File: src/rtl/uart_rx.sv
// 8N1 UART receiver: triple-flop synchroniser, falling-edge start detect,
// mid-bit sampling, one-cycle po_flag / frame_err result pulses.
module uart_rx #(
   parameter int unsigned BIT_CYCLES = 10417
) (
   input  logic       s_clk,
   input  logic       s_rst,
   input  logic       rs232_rx,
   output logic [7:0] rx_data,
   output logic       po_flag,
   output logic       frame_err,
   output logic       rx_busy
);

   localparam int unsigned CW   = $clog2(BIT_CYCLES);
   localparam int unsigned HALF = BIT_CYCLES / 2;
   localparam logic [CW-1:0] C_HALF_M1 = CW'(HALF - 1);
   localparam logic [CW-1:0] C_BIT_M1  = CW'(BIT_CYCLES - 1);

   typedef enum logic [1:0] {S_IDLE, S_START, S_DATA, S_STOP} state_t;

   state_t          r_state;
   state_t          w_state_nxt;
   logic            r_rx_s1;
   logic            r_rx_s2;
   logic            r_rx_s3;
   logic [CW-1:0]   r_baud_cnt;
   logic [2:0]      r_bit_cnt;
   logic [7:0]      r_shreg;
   logic [7:0]      r_rx_data;
   logic            r_po_flag;
   logic            r_frame_err;
   logic            w_fall;
   logic            w_sample;
   logic            w_shift;
   logic            w_good;
   logic            w_bad;

   // Synchroniser resets low, so a start needs the line to be seen high first
   assign w_fall = r_rx_s3 & ~r_rx_s2;

   always_comb begin
      w_state_nxt = r_state;
      w_sample    = 1'b0;
      w_shift     = 1'b0;
      w_good      = 1'b0;
      w_bad       = 1'b0;
      unique case (r_state)
         S_IDLE: begin
            if (w_fall) w_state_nxt = S_START;
         end
         S_START: begin
            if (r_baud_cnt == C_HALF_M1) begin
               w_sample    = 1'b1;
               w_state_nxt = r_rx_s2 ? S_IDLE : S_DATA;
            end
         end
         S_DATA: begin
            if (r_baud_cnt == C_BIT_M1) begin
               w_sample = 1'b1;
               w_shift  = 1'b1;
               if (r_bit_cnt == 3'd7) w_state_nxt = S_STOP;
            end
         end
         S_STOP: begin
            // Leaving at mid-stop-bit lets a back-to-back start edge be caught
            if (r_baud_cnt == C_BIT_M1) begin
               w_sample    = 1'b1;
               w_good      = r_rx_s2;
               w_bad       = ~r_rx_s2;
               w_state_nxt = S_IDLE;
            end
         end
         default: w_state_nxt = S_IDLE;
      endcase
   end

   always_ff @(posedge s_clk) begin
      if (s_rst) begin
         r_state     <= S_IDLE;
         r_rx_s1     <= 1'b0;
         r_rx_s2     <= 1'b0;
         r_rx_s3     <= 1'b0;
         r_baud_cnt  <= '0;
         r_bit_cnt   <= '0;
         r_shreg     <= '0;
         r_rx_data   <= '0;
         r_po_flag   <= 1'b0;
         r_frame_err <= 1'b0;
      end else begin
         r_rx_s1 <= rs232_rx;
         r_rx_s2 <= r_rx_s1;
         r_rx_s3 <= r_rx_s2;
         r_state <= w_state_nxt;

         if ((w_state_nxt != r_state) || w_sample) r_baud_cnt <= '0;
         else                                      r_baud_cnt <= r_baud_cnt + CW'(1);

         if (r_state != S_DATA) r_bit_cnt <= '0;
         else if (w_shift)      r_bit_cnt <= r_bit_cnt + 3'd1;

         if (w_shift) r_shreg <= {r_rx_s2, r_shreg[7:1]};
         if (w_good)  r_rx_data <= r_shreg;

         r_po_flag   <= w_good;
         r_frame_err <= w_bad;
      end
   end

   assign rx_data   = r_rx_data;
   assign po_flag   = r_po_flag;
   assign frame_err = r_frame_err;
   assign rx_busy   = (r_state != S_IDLE);

endmodule

File: config.mk
export PLATFORM = sky130hd
export DESIGN_NAME = uart_rx
export DESIGN_NICKNAME = d
export VERILOG_FILES = /design/src/rtl/uart_rx.sv
export SDC_FILE = /design/constraint.sdc
export NUM_CORES = 1
export LEC_CHECK = 0
export CORE_UTILIZATION = 56
export DETAILED_ROUTE_END_ITERATION = 16
export GPL_ROUTABILITY_DRIVEN = 1
export PLACE_DENSITY = 0.83
export SLEW_MARGIN = 0
export SYNTH_ARGS = -nofsm -noshare
export SYNTH_HDL_FRONTEND = slang
export SYNTH_SLANG_ARGS = --single-unit
File: constraint.sdc
create_clock -name s_clk -period 2 [get_ports s_clk]
set_clock_uncertainty 0.05 [all_clocks]
set_input_delay 0.6 -clock s_clk [delete_from_list [all_inputs] [get_ports s_clk]]
set_output_delay 0.6 -clock s_clk [all_outputs]
set_load 0.01 [all_outputs]
Yosys cells after proc, flatten, opt, wreduce, memory -nomap -nowiden

Cells that the tools add are included.

Add/subtract/negate cells: 2
Eq/ne operators: 8
Reduce and logical (&&, ||, !) cells: 7
Bitwise logic cells: 4
Multiplexer cells: 13

Operator list:

| operator                                                           | count |
|---|---|
| 14-bit by 1-bit adder with 14-bit output (second input constant)   | 1 |
| 14-bit by 13-bit == test with 1-bit output (second input constant) | 1 |
| 14-bit == test (second input constant)                             | 1 |
| 2-bit two-way mux                                                  | 6 |
| 2-bit case mux with 4 select lines                                 | 1 |
| 2-bit OR reduction                                                 | 3 |
| 1-bit two-way mux                                                  | 5 |
| 2-bit == test (second input constant)                              | 2 |
| 3-bit by 1-bit adder with 3-bit output (second input constant)     | 1 |
| 3-bit == test (second input constant)                              | 1 |
| 1-bit inverter                                                     | 3 |
| 3-bit OR reduction                                                 | 1 |
| 2-bit by 1-bit == test with 1-bit output (second input constant)   | 1 |
| 2-bit logical NOT                                                  | 1 |
| 2-bit inequality test                                              | 1 |
| 2-bit inequality test (second input constant)                      | 1 |
| 1-bit case mux with 2 select lines                                 | 1 |
| 2-bit nonzero test                                                 | 1 |
| 1-bit bitwise AND                                                  | 1 |
| 1-bit logical OR                                                   | 1 |

Register bits after elaboration: 40
Logic and storage cells: 44
Input bits: 3
Output and inout bits: 11

Logic depth before layout (Yosys ltp)

Depth in word-level cells: 7
Mapped depth: 7

Worst setup path before layout

No wires, ideal clock.

Path type: register -> register
Start: register r_baud_cnt[8]
End: register r_rx_data[0] (netlist: rx_data[0])
Stages on the path, launching flop included: 5
Arrival: 1610 ps
Path buffers: 0
Slack: 268 ps
Library setup time: 72 ps
Cell sequence: dfxtp_1 nor4b_4 nand4_4 nor3_4 mux2i_1

Word-level cells in the longest chain between the ends: 3

Ends and longest elaborated chain:

| what                     | line | text |
|---|---|---|
| start: declaration       | 27   | `logic [CW-1:0] r_baud_cnt;` |
| start signal: assignment | 97   | `else r_baud_cnt <= r_baud_cnt + CW'(1);` |
| 14-bit == test           | 67   | `if (r_baud_cnt == C_BIT_M1) begin` |
| 1-bit two-way mux        | 67   |  |
| 1-bit two-way mux        | 48   | `unique case (r_state)` |
| end signal: assignment   | 103  | `if (w_good) r_rx_data <= r_shreg;` |
| end: declaration         | 30   | `logic [7:0] r_rx_data;` |

No other way between the ends.
A chain may end at the register's enable or synchronous reset.

Worst setup path in the final report

Start: register r_rx_data[4] (netlist: rx_data[4])
End: output rx_data[4]

RTL lines:

| what             | line | text |
|---|---|---|
| end: declaration | 9    | `output logic [7:0] rx_data,` |

No word-level cell between the ends.

==> results.ini <==
[synthesis]
synth_simple_gate_area_frac = 0.2994
synth_top_area_frac = 0.4520
ys.flop_type = dfxtp_1
ys_types = 33
synth_warnings = 0
synth.yosys.seq_area_share = 0.4520
synth-adder-area-share = 0.02825
synth_edf_count = 0
synth_compound_area_frac = 0.02613
muxShareOfSynthArea = 0.1017
yosysTopAreaCell = dfxtp_1
synth-xor-area-share = 0.06427
synthesis.nets = 190
syn_avg_cell_area_um2 = 9.681
synth_top_family_by_area = simple AND/OR/NAND/NOR gates
synth_area_um2 = 1772
ys_async_sr_fraction = 0
synth-seq-cells = 40
syn_inst = 183
synth_area_leaders = dfxtp_1, mux2i_1, nor2_1

[floorplanning]
ioPinCount = 14
die-area_um2 = 3392
start_util = 0.5851
dieWidth_um = 58.25
die_h_um = 58.25
core.rowCount = 20
core-area_um2 = 3028

[route]
postRouteAntennaNets = 0
wl_met2_um = 1510
first_pass_iters = 5
dr.first_iter.drc_count = 47
drcViolationCount = 0
dr_wl_met3_um = 117
vias = 1342
viasPerCell = 5.304
wl_um = 3216
wl_met1_um = 1522
highest_layer = met4
wire_per_inst_um = 12.71

[worst_setup_path]
worstPathRequired_ns = 1.35
crit_family = buffers and inverters
crit_cells = 1
startpoint_type = register
end_kind = output port
reg2reg_depth = 5
cp_max_fo = 2
crit_arrival_ns = 1.25
slowest_stage = clkdlybuf4s50_1
critPathMaxStageDelay_ns = 0.54
path_cells = clkdlybuf4s50_1
crit_buf_inv = 1
crit_type = reg2out

[min_path]
hold_path_depth = 1
hp-class = reg2reg

[timing]
rsz0062_at_grt = no
fmax_mhz = 527.5
final.setup.tns_ns = 0
tightestPinTransition_ns = 0.5430
slew_violations = 0
fin_crit_sh = 0.9479
maxSlewHeadroom = 0.6331
min_period_ns = 1.896
setup_viol_count_final = 0
final-hold-violation-count = 0

[flow_run]
maxCapViolCount = 0

[final_layout]
area_growth_pct = 18.86
antenna_cells = 0
filler_cell_count = 253
nets = 215
final_cell_mix = dfxtp_1, nor2_1, mux2i_1, nand2b_1, clkdlybuf4s50_1
multiInputGateArea_um2 = 934.6
final_common_cell = dfxtp_1
layout-drive-gt1-share = 0.1244
utilization = 0.6955
seq_area_um2 = 805.8

[grt]
grt_use_total = 0.2142
grt_pass1_vias = 1229
grt_max_degree = 33
antenna_found_initial = 0
overflow = 0
grt_pass1_wl_um = 5395

[clock_network]
cts-root-buf = clkbuf_4
cts_tree = built
clkTransAtPathRegs_ns = 0.12
clk_path_buf_depth = 2
cts.sinks = 40
htree_levels = 2
numCtsBuffers = 5
insertion_delay_ns = 0.36

[placement]
hpwl_um = 2297
place.gp.congestion = 0.8640
port_buffers = 13

[power_and_ir_drop]
powerDensity_nw_per_um2 = 663.3
peakVddDrop_uv = 588.0
leakage_nw = 0.8117

[run_status]
outcome = complete, no violations

## registers in the layout, indices dropped and copies added, names as in the netlist
signal,cells
r_bit_cnt,3
r_rx_s1,1
r_rx_s3,1
frame_err,1
r_state,2
r_rx_s2,1
r_baud_cnt,14
rx_data,8
r_shreg,8
po_flag,1
## path summary, 6_finish.rpt
check / start / to / slack, ns
max: rx_data[4]$_SDFFE_PP0P_ / rx_data[4] / 0.10
min: r_rx_s2$_SDFF_PP0_ / frame_err$_SDFF_PP0_ / 0.41
max reg2reg: r_baud_cnt[8]$_SDFF_PP0_ / rx_data[3]$_SDFFE_PP0P_ / 0.15
min reg2reg: r_rx_s2$_SDFF_PP0_ / frame_err$_SDFF_PP0_ / 0.41
## synthesized netlist by cell type, types with 2 or more instances
| master | instances |
|---|---|
| nand2b_1 | 16 |
| mux2i_1 | 18 |
| clkbuf_1 | 3 |
| inv_1 | 9 |
| nor2_1 | 29 |
| nor3_1 | 7 |
| nor4bb_1 | 3 |
| ha_1 | 4 |
| nand3_1 | 4 |
| xnor2_1 | 9 |
| dfxtp_1 | 40 |
| xor2_1 | 4 |
| and4_1 | 2 |
| nor2b_1 | 5 |
| a21oi_1 | 2 |
| nand4_1 | 7 |
| nand2_1 | 5 |
## stage by stage
| step | total power [mW] | setup WS (ns) | instance area [µm²] | cells | hold slack, ns |
|---|---|---|---|---|---|
| 6_report | 1.397 | 0.1042 | 2106 | 253 | 0.4087 |
| 5_1_grt | 1.444 | 0.03059 | 2106 | 253 | 0.4283 |
| 4_1_cts | 1.406 | 0.08888 | 2100 | 253 | 0.4099 |
| 3_5_place_dp | 0.8873 | 0.1242 | 2001 | 244 | 0.3885 |
| 3_3_place_gp | 0.8840 | 0.1789 | 2001 | 244 | 0.3690 |
| 2_1_floorplan | 0.8676 | 0.2679 | 1772 | 183 | 0.3638 |
## area by class of cell
cell class | count | area share
Timing Repair Buffer | 22 | 0.09329
Clock buffer | 5 | 0.01783
Inverter | 9 | 0.01604
Sequential cell | 40 | 0.3827
Multi-Input combinational cell | 130 | 0.4438
Clock inverter | 3 | 0.02020
Tap cell | 44 | 0.02614
## repair_timing
item                                    4_1_cts  5_1_grt
buffers inserted                              1        0
endpoints found under the setup margin        1        7
hold buffers                                  0        0
resized for setup                             6        1
gates cloned                                  0        0
## power by group
| part | internal [mW] | switching, mW | leakage, nW |
|---|---|---|---|
| logic | 0.0269 | 0.0293 | 0.446 |
| clock network | 0.260 | 0.266 | 0.0412 |
| registers | 0.804 | 0.0103 | 0.325 |
| total | 1.09 | 0.305 | 0.812 |
## routing by layer
layer	vias up	track usage
met3	8	0.06696
met5	-	0
met1	625	0.2718
met4	0	0.08844
met2	29	0.3383
li1	680	-
## logic make-up (layout without fill, tap and decap cells)
| family | Yosys count | in the layout |
|---|---|---|
| flops | 40 | 40 |
| simple gates | 89 | 89 |
| fa+ha+maj | 4 | 4 |
| xor+xnor | 13 | 13 |
| buf+inv | 13 | 39 |
| mux | 18 | 18 |
| compound gates | 6 | 6 |
No activity file was read; power rests on OpenSTA's default activity.
